===== config.mk =====
export PLATFORM = sky130hd
export DESIGN_NAME = board_renderer
export DESIGN_NICKNAME = d
export VERILOG_FILES = /design/src/rtl/tron_pkg.sv /design/src/rtl/raster_counter.sv /design/src/rtl/board_renderer.sv
export SDC_FILE = /design/constraint.sdc
export NUM_CORES = 1
export LEC_CHECK = 0
export ABC_CLOCK_PERIOD_IN_PS = 1900
export BUFFER_PORTS_ARGS = -buffer_cell sky130_fd_sc_hd__buf_2
export CORE_MARGIN = 2
export CORE_UTILIZATION = 53
export CTS_CLUSTER_SIZE = 16
export DETAILED_ROUTE_END_ITERATION = 16
export PLACE_DENSITY_LB_ADDON = 0.1
export SYNTH_ARGS = -nofsm -noshare
export SYNTH_HDL_FRONTEND = slang
export SYNTH_SLANG_ARGS = --single-unit

===== constraint.sdc =====
create_clock -name CLOCK_50 -period 1.9 [get_ports CLOCK_50]
set_input_delay 0.475 -clock CLOCK_50 [delete_from_list [all_inputs] [get_ports CLOCK_50]]
set_output_delay 0.475 -clock CLOCK_50 [all_outputs]
set_load 0.02 [all_outputs]

===== src/rtl/tron_pkg.sv =====
// ============================================================================
//  Module   : tron_pkg
//  Brief    : Shared board geometry, cell colours, address packing and FSM
//             state encoding for the game-board RAM clients.
//  Revision : 1.0  initial release
// ============================================================================
`default_nettype none

package tron_pkg;

    localparam int SCREEN_W = 160;
    localparam int SCREEN_H = 120;

    localparam logic [2:0] EMPTY = 3'b000;
    localparam logic [2:0] P1    = 3'b001;
    localparam logic [2:0] P2    = 3'b010;
    localparam logic [2:0] P3    = 3'b100;
    localparam logic [2:0] P4    = 3'b110;

    typedef enum logic [1:0] {
        S_IDLE  = 2'd0,
        S_SCAN  = 2'd1,
        S_DRAIN = 2'd2,
        S_DONE  = 2'd3
    } render_state_t;

    function automatic logic [14:0] pack_addr(input logic [7:0] x, input logic [6:0] y);
        return {x, y};
    endfunction

endpackage

`default_nettype wire


===== src/rtl/raster_counter.sv =====
// ============================================================================
//  Module   : raster_counter
//  Brief    : Column-fastest raster position counter with last-cell flag.
//  Revision : 1.0  initial release
// ============================================================================
`default_nettype none

module raster_counter #(
    parameter int WIDTH  = 160,
    parameter int HEIGHT = 120
) (
    input  logic       clk,
    input  logic       rst,
    input  logic       i_en,
    input  logic       i_clr,
    output logic [7:0] o_cx,
    output logic [6:0] o_cy,
    output logic       o_last
);

    localparam logic [7:0] c_XMAX = 8'(WIDTH - 1);
    localparam logic [6:0] c_YMAX = 7'(HEIGHT - 1);

    logic [7:0] r_cx;
    logic [6:0] r_cy;
    logic       w_xwrap;

    assign w_xwrap = (r_cx == c_XMAX);
    assign o_last  = w_xwrap && (r_cy == c_YMAX);
    assign o_cx    = r_cx;
    assign o_cy    = r_cy;

    // After the last cell both counters wrap, so nothing off-screen is ever presented.
    always_ff @(posedge clk) begin
        if (rst || i_clr) begin
            r_cx <= '0;
            r_cy <= '0;
        end else if (i_en) begin
            if (w_xwrap) begin
                r_cx <= '0;
                r_cy <= (r_cy == c_YMAX) ? 7'd0 : r_cy + 7'd1;
            end else begin
                r_cx <= r_cx + 8'd1;
            end
        end
    end

endmodule

`default_nettype wire


===== src/rtl/board_renderer.sv =====
// ============================================================================
//  Module   : board_renderer
//  Brief    : Sweeps the game-board RAM in raster order and emits one plot
//             command per on-screen cell through a 2-stage read pipeline.
//  Revision : 1.0  initial release
// ============================================================================
`default_nettype none

module board_renderer
    import tron_pkg::*;
#(
    parameter int WIDTH     = SCREEN_W,
    parameter int HEIGHT    = SCREEN_H,
    parameter bit SKIP_ZERO = 1'b0
) (
    input  logic        CLOCK_50,
    input  logic        reset,
    input  logic        start,
    input  logic        ram_gnt,
    output logic [14:0] ram_address,
    input  logic [2:0]  ram_q,
    output logic [7:0]  x,
    output logic [6:0]  y,
    output logic [2:0]  colour,
    output logic        plot,
    output logic        busy,
    output logic        done
);

    render_state_t r_state, w_next;

    logic [7:0] w_cx;
    logic [6:0] w_cy;
    logic       w_last;
    logic       w_issue;
    logic       w_clr;

    logic       r_s1_valid;
    logic [7:0] r_s1_x;
    logic [6:0] r_s1_y;

    logic [7:0] r_x;
    logic [6:0] r_y;
    logic [2:0] r_colour;
    logic       r_plot;

    assign w_issue = (r_state == S_SCAN) && ram_gnt;
    assign w_clr   = (r_state == S_IDLE) && start;

    raster_counter #(
        .WIDTH  (WIDTH),
        .HEIGHT (HEIGHT)
    ) u_raster (
        .clk    (CLOCK_50),
        .rst    (reset),
        .i_en   (w_issue),
        .i_clr  (w_clr),
        .o_cx   (w_cx),
        .o_cy   (w_cy),
        .o_last (w_last)
    );

    always_ff @(posedge CLOCK_50) begin
        if (reset) r_state <= S_IDLE;
        else       r_state <= w_next;
    end

    // Leaving DRAIN once stage 1 is empty: stage 2 retires its last cell on the
    // same edge, so done lands the cycle right after the final plot.
    always_comb begin
        w_next = r_state;
        case (r_state)
            S_IDLE:  if (start)            w_next = S_SCAN;
            S_SCAN:  if (w_issue && w_last) w_next = S_DRAIN;
            S_DRAIN: if (!r_s1_valid)      w_next = S_DONE;
            S_DONE:                        w_next = S_IDLE;
            default:                       w_next = S_IDLE;
        endcase
    end

    always_ff @(posedge CLOCK_50) begin
        if (reset) begin
            r_s1_valid <= 1'b0;
            r_s1_x     <= '0;
            r_s1_y     <= '0;
            r_x        <= '0;
            r_y        <= '0;
            r_colour   <= '0;
            r_plot     <= 1'b0;
        end else begin
            r_s1_valid <= w_issue;
            if (w_issue) begin
                r_s1_x <= w_cx;
                r_s1_y <= w_cy;
            end
            r_x      <= r_s1_x;
            r_y      <= r_s1_y;
            r_colour <= ram_q;
            r_plot   <= r_s1_valid && !(SKIP_ZERO && (ram_q == EMPTY));
        end
    end

    assign ram_address = (r_state == S_SCAN) ? pack_addr(w_cx, w_cy) : 15'd0;
    assign x           = r_x;
    assign y           = r_y;
    assign colour      = r_colour;
    assign plot        = r_plot;
    assign busy        = (r_state == S_SCAN) || (r_state == S_DRAIN);
    assign done        = (r_state == S_DONE);

endmodule

`default_nettype wire


; ---- Word level (Yosys, flattened, before mapping)
; Cells that the tools add are included.
[word_totals]
regBits = 52
out_inout_bits = 36
word_cells = 36
[classes]
n_addsub = 2
eq_ne = 8
n_mux = 7
reduce_logical = 9
[ops]
columns = operator, count
row1 = 15-bit two-way mux, 1
row2 = 8-bit by 1-bit adder with 8-bit output (second input constant), 1
row3 = 8-bit == test (second input constant), 1
row4 = 8-bit two-way mux, 1
row5 = 2-bit case mux with 4 select lines, 1
row6 = 7-bit by 1-bit adder with 7-bit output (second input constant), 1
row7 = 7-bit == test (second input constant), 1
row8 = 7-bit two-way mux, 1
row9 = 2-bit two-way mux, 3
row10 = 2-bit == test (second input constant), 2
row11 = 1-bit logical AND, 4
row12 = 2-bit inequality test (second input constant), 2
row13 = 3-bit AND reduction, 1
row14 = 2-bit by 1-bit == test with 1-bit output (second input constant), 1
row15 = 2-bit zero test, 1
row16 = 1-bit logical OR, 2
row17 = 2-bit by 1-bit inequality test with 1-bit output (second input constant), 1
row18 = 2-bit AND reduction, 1

; ---- Depth between registers and ports, before layout
; Gate-level depths: netlist (run 1).
[logic_depth]
ltp_word = 5
mapped_depth = 8
depth_no_buf = 6

; ---- Cells and area by module
; From an unflattened synthesis (run 1), not the netlist that was laid out.
[hier_totals]
cells_unflattened = 222
hier_area_um2 = 2089.5
[modules_own_cells]
columns = module, instances, cells_per_inst, area_per_inst_um2
row1 = board_renderer, 1, 141, 1311.3
row2 = raster_counter, 1, 81, 778.2

; ---- Least setup slack after synthesis (run 1)
; No wires, ideal clock.
[synth_path]
path_type = flip-flop to output port
start = reg r_state[1]
end = out ram_address[10]
t_arrival_ns = 1.310
required_time_ns = 1.425
path_slack_ns = 0.115
path_stages_with_launch = 6
path_cell_list = dfxtp_1 -> inv_1 -> ha_1 -> clkbuf_1 -> clkbuf_1 -> and2_1
[synth_via]
elab_chain_cells = 2
[synth_lines]
columns = element, line_no
row1 = "start, declared", board_renderer.sv:30  ; render_state_t r_state, w_next;
row2 = "start signal, assigned", board_renderer.sv:65  ; else r_state <= w_next;
row3 = 2-bit by 1-bit == test with 1-bit output, board_renderer.sv:103  ; assign ram_address = (r_state == S_SCAN) ? pack_addr(w_cx, w_cy) : 15'd0;
row4 = 15-bit two-way mux, board_renderer.sv:103
row5 = "end, declared", board_renderer.sv:20  ; output logic [14:0] ram_address,
; Every way passes these cells.

; ---- Worst setup path in the final report (run 1)
[layout_path]
start = reg r_state[1]
end = out ram_address[12]
; The elaborated chain is that of the path after synthesis.

==> results by stage, run 1 <==
Yosys:
- The post-synthesis simple-gate area fraction is 0.291.
- Synthesis instantiated 35 different standard cells from the library.
- The fraction of synthesized cell area in xor and xnor cells is 0.0464.
- The share of flip-flops with an asynchronous set or reset is 0.
- The mapped cell area is 0.00207 mm^2.
- The top flip-flop cell by instance count after synthesis is sky130_fd_sc_hd__dfxtp_1.
- The number of storage elements in the synthesis netlist is 52.
- Counting every net in the synthesized netlist gives 236.
- The main combinational cell family by area after synthesis is simple AND/OR/NAND/NOR gates.
- The count of mapped cells out of synthesis is 223.
- Measured against the total synthesized area, the mux share comes to 0.0151.
- Of the total synthesized cell area, the portion taken by full adders, half adders and majority gates is 0.0362.
- Counting flops with a built-in enable in the synthesized netlist gives 0.
- The count of yosys warnings during synthesis is 0.
- The share of synthesized area occupied by flip-flops and latches is 0.502.
- The share of the synthesized area in compound gates (AO/OA/AOI/OAI) is 0.0742.
- The post-synthesis average cell area is 9.30 um^2.

Floorplanning:
- The count of boundary I/O pins is 43.
- The height of the die is 66.6 um.
- The starting density of the core is 0.558.
- In this run the standard cell core region covers 0.00372 mm^2.
- The die is 66.6 um wide.
- The die covers 0.00443 mm^2.
- The initialized floorplan defines 22 standard-cell rows.

Clock tree:
- In this run, CTS created clock tree buffers numbering 5.
- The clock tree buffer depth is 2.
- Clock-pin slew was measured on the worst setup and hold paths at 90 ps.
- Counting every sink on the clock net gives 52.
- Clock tree synthesis selected as its root buffer the cell sky130_fd_sc_hd__clkbuf_8.
- TritonCTS built the clock tree.
- The clock latency of the later-clocked register in the worst-skew pair is 310 ps.
- The H-tree was split into 2 levels.

Worst setup path:
- The endpoint of the most critical register-to-register path is r_state[0].
- On the worst path, the slowest cell contributes a delay of 360 ps.
- The critical path contains buffers and inverters numbering 3 combined.
- Tracing the worst setup path back leads to its startpoint at r_state[1].
- Walking the worst path, the cells encountered are inv_2 > ha_4 > buf_8 > and2_2 > buf_2.
- For the worst flop-to-flop path, the logic depth is 5.
- The critical path data required time is 1420 ps.
- The data arrival time of the critical path is 1360 ps.
- The reg-to-reg setup timing slack is 150 ps.
- The worst setup path is captured at a primary output.
- The maximum fanout count along the critical path is 19.
- In this run the critical register-to-register path is launched from u_raster.o_cy[1].
- The master of the slowest instance on the critical path is sky130_fd_sc_hd__dfxtp_2.
- The logic depth of the worst setup path including buffers is 5.
- The capturing instance or port of the critical path is ram_address[12].
- The cell family contributing the most delay on the critical path is flip-flops.
- The worst setup path is launched from a flip-flop.
- The kind of critical path is flip-flop to primary output.

STA:
- The headroom to the max-slew limit is 0.724.
- In the finished design, the share of the clock period the worst path needs comes to 0.968.
- Setup repair after global routing left no endpoint under its margin.
- The hold slack is 380 ps.
- In the final timing run, aggregate negative setup slack is 0 ps.
- The clock period minus final worst setup slack is 1840 ps.
- The hold violation total from the final report is 0.
- Across the routed clock network, the largest skew measured is 4.78 ps.
- The actual transition at the worst max-transition pin is 414 ps.
- The setup violation total in the final timing report is 0.
- The number of pins exceeding their max-slew limit in the final report is 0.
- The maximum clock frequency is 0.544 GHz.
- The final critical-path setup slack is 61.6 ps.

Outcome:
- The flow ran to the end, and the final reports show no timing, DRC or antenna violations.

Routing:
- In this run the remaining antenna-violating nets after routing total 0.
- The number of iterations in the first detailed-routing pass is 4.
- The routed wirelength normalized by instance count is 12.6 um.
- The total number of vias is 1627.
- The DRC violation total after the first TritonRoute iteration is 100.
- After detailed routing, the number of vias per cell comes to 5.02.
- After detailed routing, the number of remaining DRC violations is 0.
- Wires add up to 4080 um.

Layout:
- At the end of the flow, the number of nets in the layout was 288.
- The growth of design area from synthesis to finish is 23.4%.
- In the final layout, the share of cells above drive strength 1 is 0.297.
- The number of antenna repair diodes is 0.
- The filler cells instantiated in the layout total 311.

Pwr:
- The analysis attributes to cell leakage a power of 1.09 nW.
- The maximum vdd ir drop is 0.556 mV.
- The total power per unit cell area is 961 mW/mm^2.

Placement:
- The quantity of I/O buffers inserted on ports is 42.
- The congestion estimate from routability-driven global placement came to 0.820.
- The pre-CTS setup slack is 133 ps.
- The total half-perimeter wirelength after legalization and detailed placement is 2860 um.

Global route:
- The global-route usage over all layers is 0.214.
- The initial antenna violation count came to 0.
- The via count of the first global-routing pass came to 1442.
- Global routing finished with a remaining overflow of 0.
- Entering global routing, the biggest net connects 37 pins.
- The first-pass GRT wire length is 6960 um.

Hold path:
- The tightest min-delay check is of the primary input to flip-flop type.

Flow run:
- The count of maximum capacitance violations is 0.
[stage by stage]
step,power (mW),std cells,area [um^2],util
after floorplan,1.51,223,2070,-
after global placement,1.63,315,2390,0.644
after detailed placement,1.64,315,2390,0.644
after CTS,2.47,324,2550,0.685
after global routing,2.59,324,2560,0.689
final,2.46,324,2560,0.689
[flip-flops by register name, indices dropped and copies added (netlist names), 2 cells and up]
signal         count
colour             3
u_raster.o_cx      8
r_s1_y             7
y                  7
r_state            2
u_raster.o_cy      7
r_s1_x             8
x                  8
[cell usage after synthesis, types with 3 or more instances]
cell type / number / area (um^2)
sky130_fd_sc_hd__dfxtp_1: 52 / 1040
sky130_fd_sc_hd__nand4_1: 3 / 18.8
sky130_fd_sc_hd__xnor2_1: 8 / 70.1
sky130_fd_sc_hd__nor2b_1: 20 / 125
sky130_fd_sc_hd__clkbuf_1: 9 / 33.8
sky130_fd_sc_hd__a21oi_1: 17 / 85.1
sky130_fd_sc_hd__inv_1: 5 / 18.8
sky130_fd_sc_hd__nor2_1: 13 / 48.8
sky130_fd_sc_hd__xor2_1: 3 / 26.3
sky130_fd_sc_hd__nand2_1: 36 / 135
sky130_fd_sc_hd__ha_1: 6 / 75.1
sky130_fd_sc_hd__nor4_1: 6 / 37.5
sky130_fd_sc_hd__nand3_1: 5 / 25.0
sky130_fd_sc_hd__and2_1: 14 / 87.6
sky130_fd_sc_hd__nor3_1: 4 / 20.0
[placed cells by master (no fill, tap or decap), types with 2 or more instances in the layout]
master and n:
sky130_fd_sc_hd__dfxtp_1 50, sky130_fd_sc_hd__buf_2 41, sky130_fd_sc_hd__nand2_1 35, sky130_fd_sc_hd__nor2b_1 20
sky130_fd_sc_hd__a21oi_1 17, sky130_fd_sc_hd__buf_4 15, sky130_fd_sc_hd__and2_1 14, sky130_fd_sc_hd__nor2_1 13
sky130_fd_sc_hd__xnor2_1 8, sky130_fd_sc_hd__clkbuf_8 6, sky130_fd_sc_hd__nand3_1 5, sky130_fd_sc_hd__nor4_1 5
sky130_fd_sc_hd__ha_1 5, sky130_fd_sc_hd__inv_1 4, sky130_fd_sc_hd__nor3_1 4, sky130_fd_sc_hd__xor2_1 3
sky130_fd_sc_hd__nand4_1 3, sky130_fd_sc_hd__mux2i_1 2, sky130_fd_sc_hd__dfxtp_2 2
[layout make-up]
| cell class | instances | area, um^2 | share of cell area |
|---|---|---|---|
| tap | 48 | 60.1 | 0.0235 |
| sequential | 52 | 1040 | 0.408 |
| clock inverter | 2 | 38.8 | 0.0152 |
| clock buffer | 6 | 82.6 | 0.0323 |
| multi-input combinational | 154 | 983 | 0.384 |
| timing repair buffer | 57 | 333 | 0.130 |
| inverter | 5 | 18.8 | 0.00733 |
[worst min path at each step]
stage	startpoint	to	slack (ps)	depth (start not counted)
6_report	ram_q[2]	colour[2]	380	2
5_1_grt	ram_q[1]	colour[1]	370	2
4_1_cts	ram_q[1]	colour[1]	380	2
3_5_place_dp	r_s1_x[7]	r_s1_x[7]	440	2
3_3_place_gp	r_s1_x[2]	r_s1_x[2]	440	2
2_1_floorplan	r_s1_x[1]	r_s1_x[1]	430	2
[where the power goes]
group | total [mW] | internal (mW) | switching [mW]
clock network | 0.784 | 0.431 | 0.353
logic | 0.513 | 0.207 | 0.306
registers | 1.16 | 1.13 | 0.0297
total | 2.46 | 1.77 | 0.689
[cells by family after synthesis]
family	Yosys count
DFF	52
adders and majority gates	6
buffers and inverters	17
xor gates and xnor gates	11
and+or+nand+nor	111
muxes	3
AOI/OAI and AO/OA	23
[routing by layer]
| layer | part of all wire | global-route usage | vias up |
|---|---|---|---|
| met3 | 0.052 | 0.0693 | 5 |
| met5 | 0 | 0 | - |
| li1 | - | - | 839 |
| met1 | 0.48 | 0.286 | 740 |
| met4 | 0.014 | 0.0765 | 0 |
| met2 | 0.45 | 0.323 | 43 |
[timing repair]
action | CTS | global route
pin swaps | 0 | 2
gates resized for setup | 6 | 5
endpoints found under the setup margin | 15 | 10
setup buffers | 1 | 0
hold endpoints to repair | 0 | 0
gates cloned | 0 | 0
hold buffers | 0 | 0
No activity file was read; power rests on OpenSTA's default activity.
==> run 2, diff against run 1 <==
==> constraint.sdc (replaced) <==
create_clock -name CLOCK_50 -period 1.9 [get_ports CLOCK_50]
set_input_delay 0.095 -clock CLOCK_50 [delete_from_list [all_inputs] [get_ports CLOCK_50]]
set_output_delay 0.095 -clock CLOCK_50 [all_outputs]
set_load 0.02 [all_outputs]
==> run 2 against run 1 <==
Compared with the run above: final area is 1.5% lower; largest cell class unchanged; final cell count stayed put; die area stayed put; via count is 0.98% lower; power is 7.5% lower; critical path depth is 1 higher; largest power group unchanged.
==> results by stage, run 2 (synthesized netlist as in run 1, its figures left out) <==
Worst setup path:
- The critical path data required time is 2100 ps (+680 ps).
- STA classifies the critical path startpoint as a flip-flop.
- The worst stage delay on the critical path came to 590 ps (+230 ps).
- The maximum fanout count along the critical path is 9 (-10).
- The master of the slowest instance on the critical path is sky130_fd_sc_hd__or4_4.
- Traced cell by cell, the critical path runs through inv_1 > ha_1 > nand4_4 > or4_4 > nand2b_2 > nor2_1.
- The data arrival time of the critical path is 1960 ps (+600 ps).
- The worst setup path is captured at a flip-flop.
- The critical path in this run is classified as flip-flop to flip-flop.

Placement:
- The quantity of I/O buffers inserted on ports is 42 (unchanged).
- The total half-perimeter wirelength after legalization and detailed placement is 2930 um (+2.2%).
- The routability congestion estimate is 0.793 (-3.2%).
- The pre-CTS setup slack is 53.4 ps (-79.7 ps).

STA:
- Setup repair after global routing left no endpoint under its margin.
- The final setup skew was 4.83 ps (+0.0573 ps).
- The maximum clock frequency is 0.570 GHz (+4.7%).
- The headroom to the max-slew limit is 0.718 (-0.00631).
- The number of pins exceeding their max-slew limit in the final report came to 0 (unchanged).
- The actual transition at the worst max-transition pin is 423 ps (+9.47 ps).
- The hold violation total from the final report is 0 (unchanged).
- The final period utilization is 0.924 (-0.0434).
- The setup violation total in the final timing report was 0 (unchanged).
- The setup total negative slack is 0 ps (unchanged).
- The clock period minus final worst setup slack is 1760 ps (-82.5 ps).
- The final critical-path setup slack came to 144 ps (+82.5 ps).

Layout:
- The multi-input logic area is 977 um^2 (-0.64%).
- The number of antenna repair diodes was 0 (unchanged).
- The top cell types in the final layout, fill and taps aside, are sky130_fd_sc_hd__dfxtp_1, sky130_fd_sc_hd__buf_2, sky130_fd_sc_hd__nand2_1.
- The final design utilization came to 0.678 (-0.0104).
- The fill cell total of the finished layout is 331 (+6.4%).
- Compared with the post-synthesis result, the final layout area differs by 21.5%.
- The leading cell type in the layout, fill and taps excluded is sky130_fd_sc_hd__dfxtp_1.
- The final net count is 288 (unchanged).
- The proportion of layout cells with a drive suffix above 1 was 0.275 (-0.0217).
- The area taken by flip-flops and latches is 0.00104 mm^2 (-0.12%).

Global route:
- The initial antenna violation count came to 0 (unchanged).
- The met3 layer usage reported by global route came to 0.0524 (-0.0169).
- The pin count of the biggest net entering global routing came to 37 (unchanged).
- The met2 demand-to-capacity share in global routing is 0.323 (unchanged).
- The global-route usage over all layers was 0.205 (-0.00922).
- The sum of overflow across all layers after global routing is 0 (unchanged).
- The first-pass GRT wire length was 6820 um (-1.9%).
- The most heavily used metal layer in global routing is met2.
- The routing usage on met1 is 0.272 (-0.0138).
- The via count of the first global-routing pass came to 1446 (+0.28%).

Clock tree:
- The TritonCTS clock tree is done.
- The clock sink count came to 52 (unchanged).
- The clock-pin slew of the registers on the worst-case setup and hold paths came to 90 ps (about the same).
- The clock tree buffer depth came to 2 (unchanged).
- The clock latency of the later-clocked register in the worst-skew pair is 300 ps (about the same).
- The H-tree level count was 2 (unchanged).
- The post-CTS setup buffer count is 0 (-1).
- The root buffer cell is sky130_fd_sc_hd__clkbuf_8.
- The total clock buffers created by CTS is 5 (unchanged).

Routing:
- The number of iterations in the first detailed-routing pass came to 4 (unchanged).
- The DRC violation total after the first TritonRoute iteration is 88 (-12%).
- The total routed wirelength is 4090 um (+0.39%).
- The number of nets with antenna violations after routing is 0 (unchanged).
- The routed wirelength normalized by instance count is 12.6 um (+0.39%).
- The total number of vias came to 1611 (-0.98%).
- The number of vias per cell after detailed routing is 4.97 (-0.98%).
- The post-detailed-route DRC marker count is 0 (unchanged).

Floorplanning:
- The area of the core region is 0.00372 mm^2 (unchanged).
- The cell row count came to 22 (unchanged).
- The count of boundary I/O pins is 43 (unchanged).
- The starting density of the core came to 0.558 (unchanged).
- The total die area is 0.00443 mm^2 (unchanged).
- The overall die width came to 66.6 um (unchanged).
- The height of the die is 66.6 um (unchanged).

Pwr:
- The maximum vdd ir drop came to 0.628 mV (+13%).
- The total power per unit cell area is 902 mW/mm^2 (-6.1%).
- The total leakage power was 1.08 nW (-1.0%).
- The total design power is 2.27 mW (-7.5%).

Outcome:
- The flow ran to the end, and the final reports show no timing, DRC or antenna violations.

Hold path:
- The class of the most critical hold timing path is primary input to flip-flop.

Flow run:
- The count of maximum capacitance violations came to 0 (unchanged).
[run 2: path summary, 6_finish.rpt]
check | from | to | slack [ps] | cells after the start
min reg2reg | r_s1_x[1] | r_s1_x[1] | 450 | 2
max reg2reg | r_state[1] | u_raster.o_cy[3] | 140 | 6
min | ram_q[2] | colour[2] | 10 | 2
max | r_state[1] | u_raster.o_cy[3] | 140 | 6
[run 2: repair_timing]
action | CTS | global route
endpoints found under the hold margin | 0 | 1
resized for setup | 0 | 5
endpoints found under the setup margin | 0 | 8
hold buffers | 0 | 1
[run 2: metrics by stage]
stage / hold WS (ps) / instances / cell area (um^2)
after global routing: 23.0 / 324 / 2520
after floorplan: 223 / 223 / 2070
after global placement: 306 / 315 / 2390
final: 12.1 / 324 / 2520
after detailed placement: 321 / 315 / 2390
after CTS: 7.60 / 323 / 2490
[run 2: worst max-delay path: cells and delay by family (launching register included)]
family / cells / cell delay [ps]
flip-flops: 1 / 340
buffers and inverters: 1 / 100
AND/OR/NAND/NOR: 4 / 970
adder cells (fa/ha/maj): 1 / 240
[run 2: routing by layer]
| layer | up-vias | wire [um] |
|---|---|---|
| li1 | 843 | - |
| met1 | 719 | 1970 |
| met2 | 43 | 1840 |
| met3 | 6 | 228 |
| met4 | 0 | 56 |
| met5 | - | 0 |
[run 2: power breakdown]
part / total (mW) / switching, mW / internal [mW]
logic: 0.481 / 0.301 / 0.180
registers: 1.15 / 0.0248 / 1.13
clock network: 0.640 / 0.344 / 0.296
[run 2: layout make-up]
cell class	instances	share of cell area
Timing Repair Buffer	57	0.131
Tap cell	48	0.0238
Multi-Input combinational cell	154	0.388
Clock inverter	1	0.00298
Inverter	5	0.00744
Sequential cell	52	0.413
Clock buffer	7	0.0342
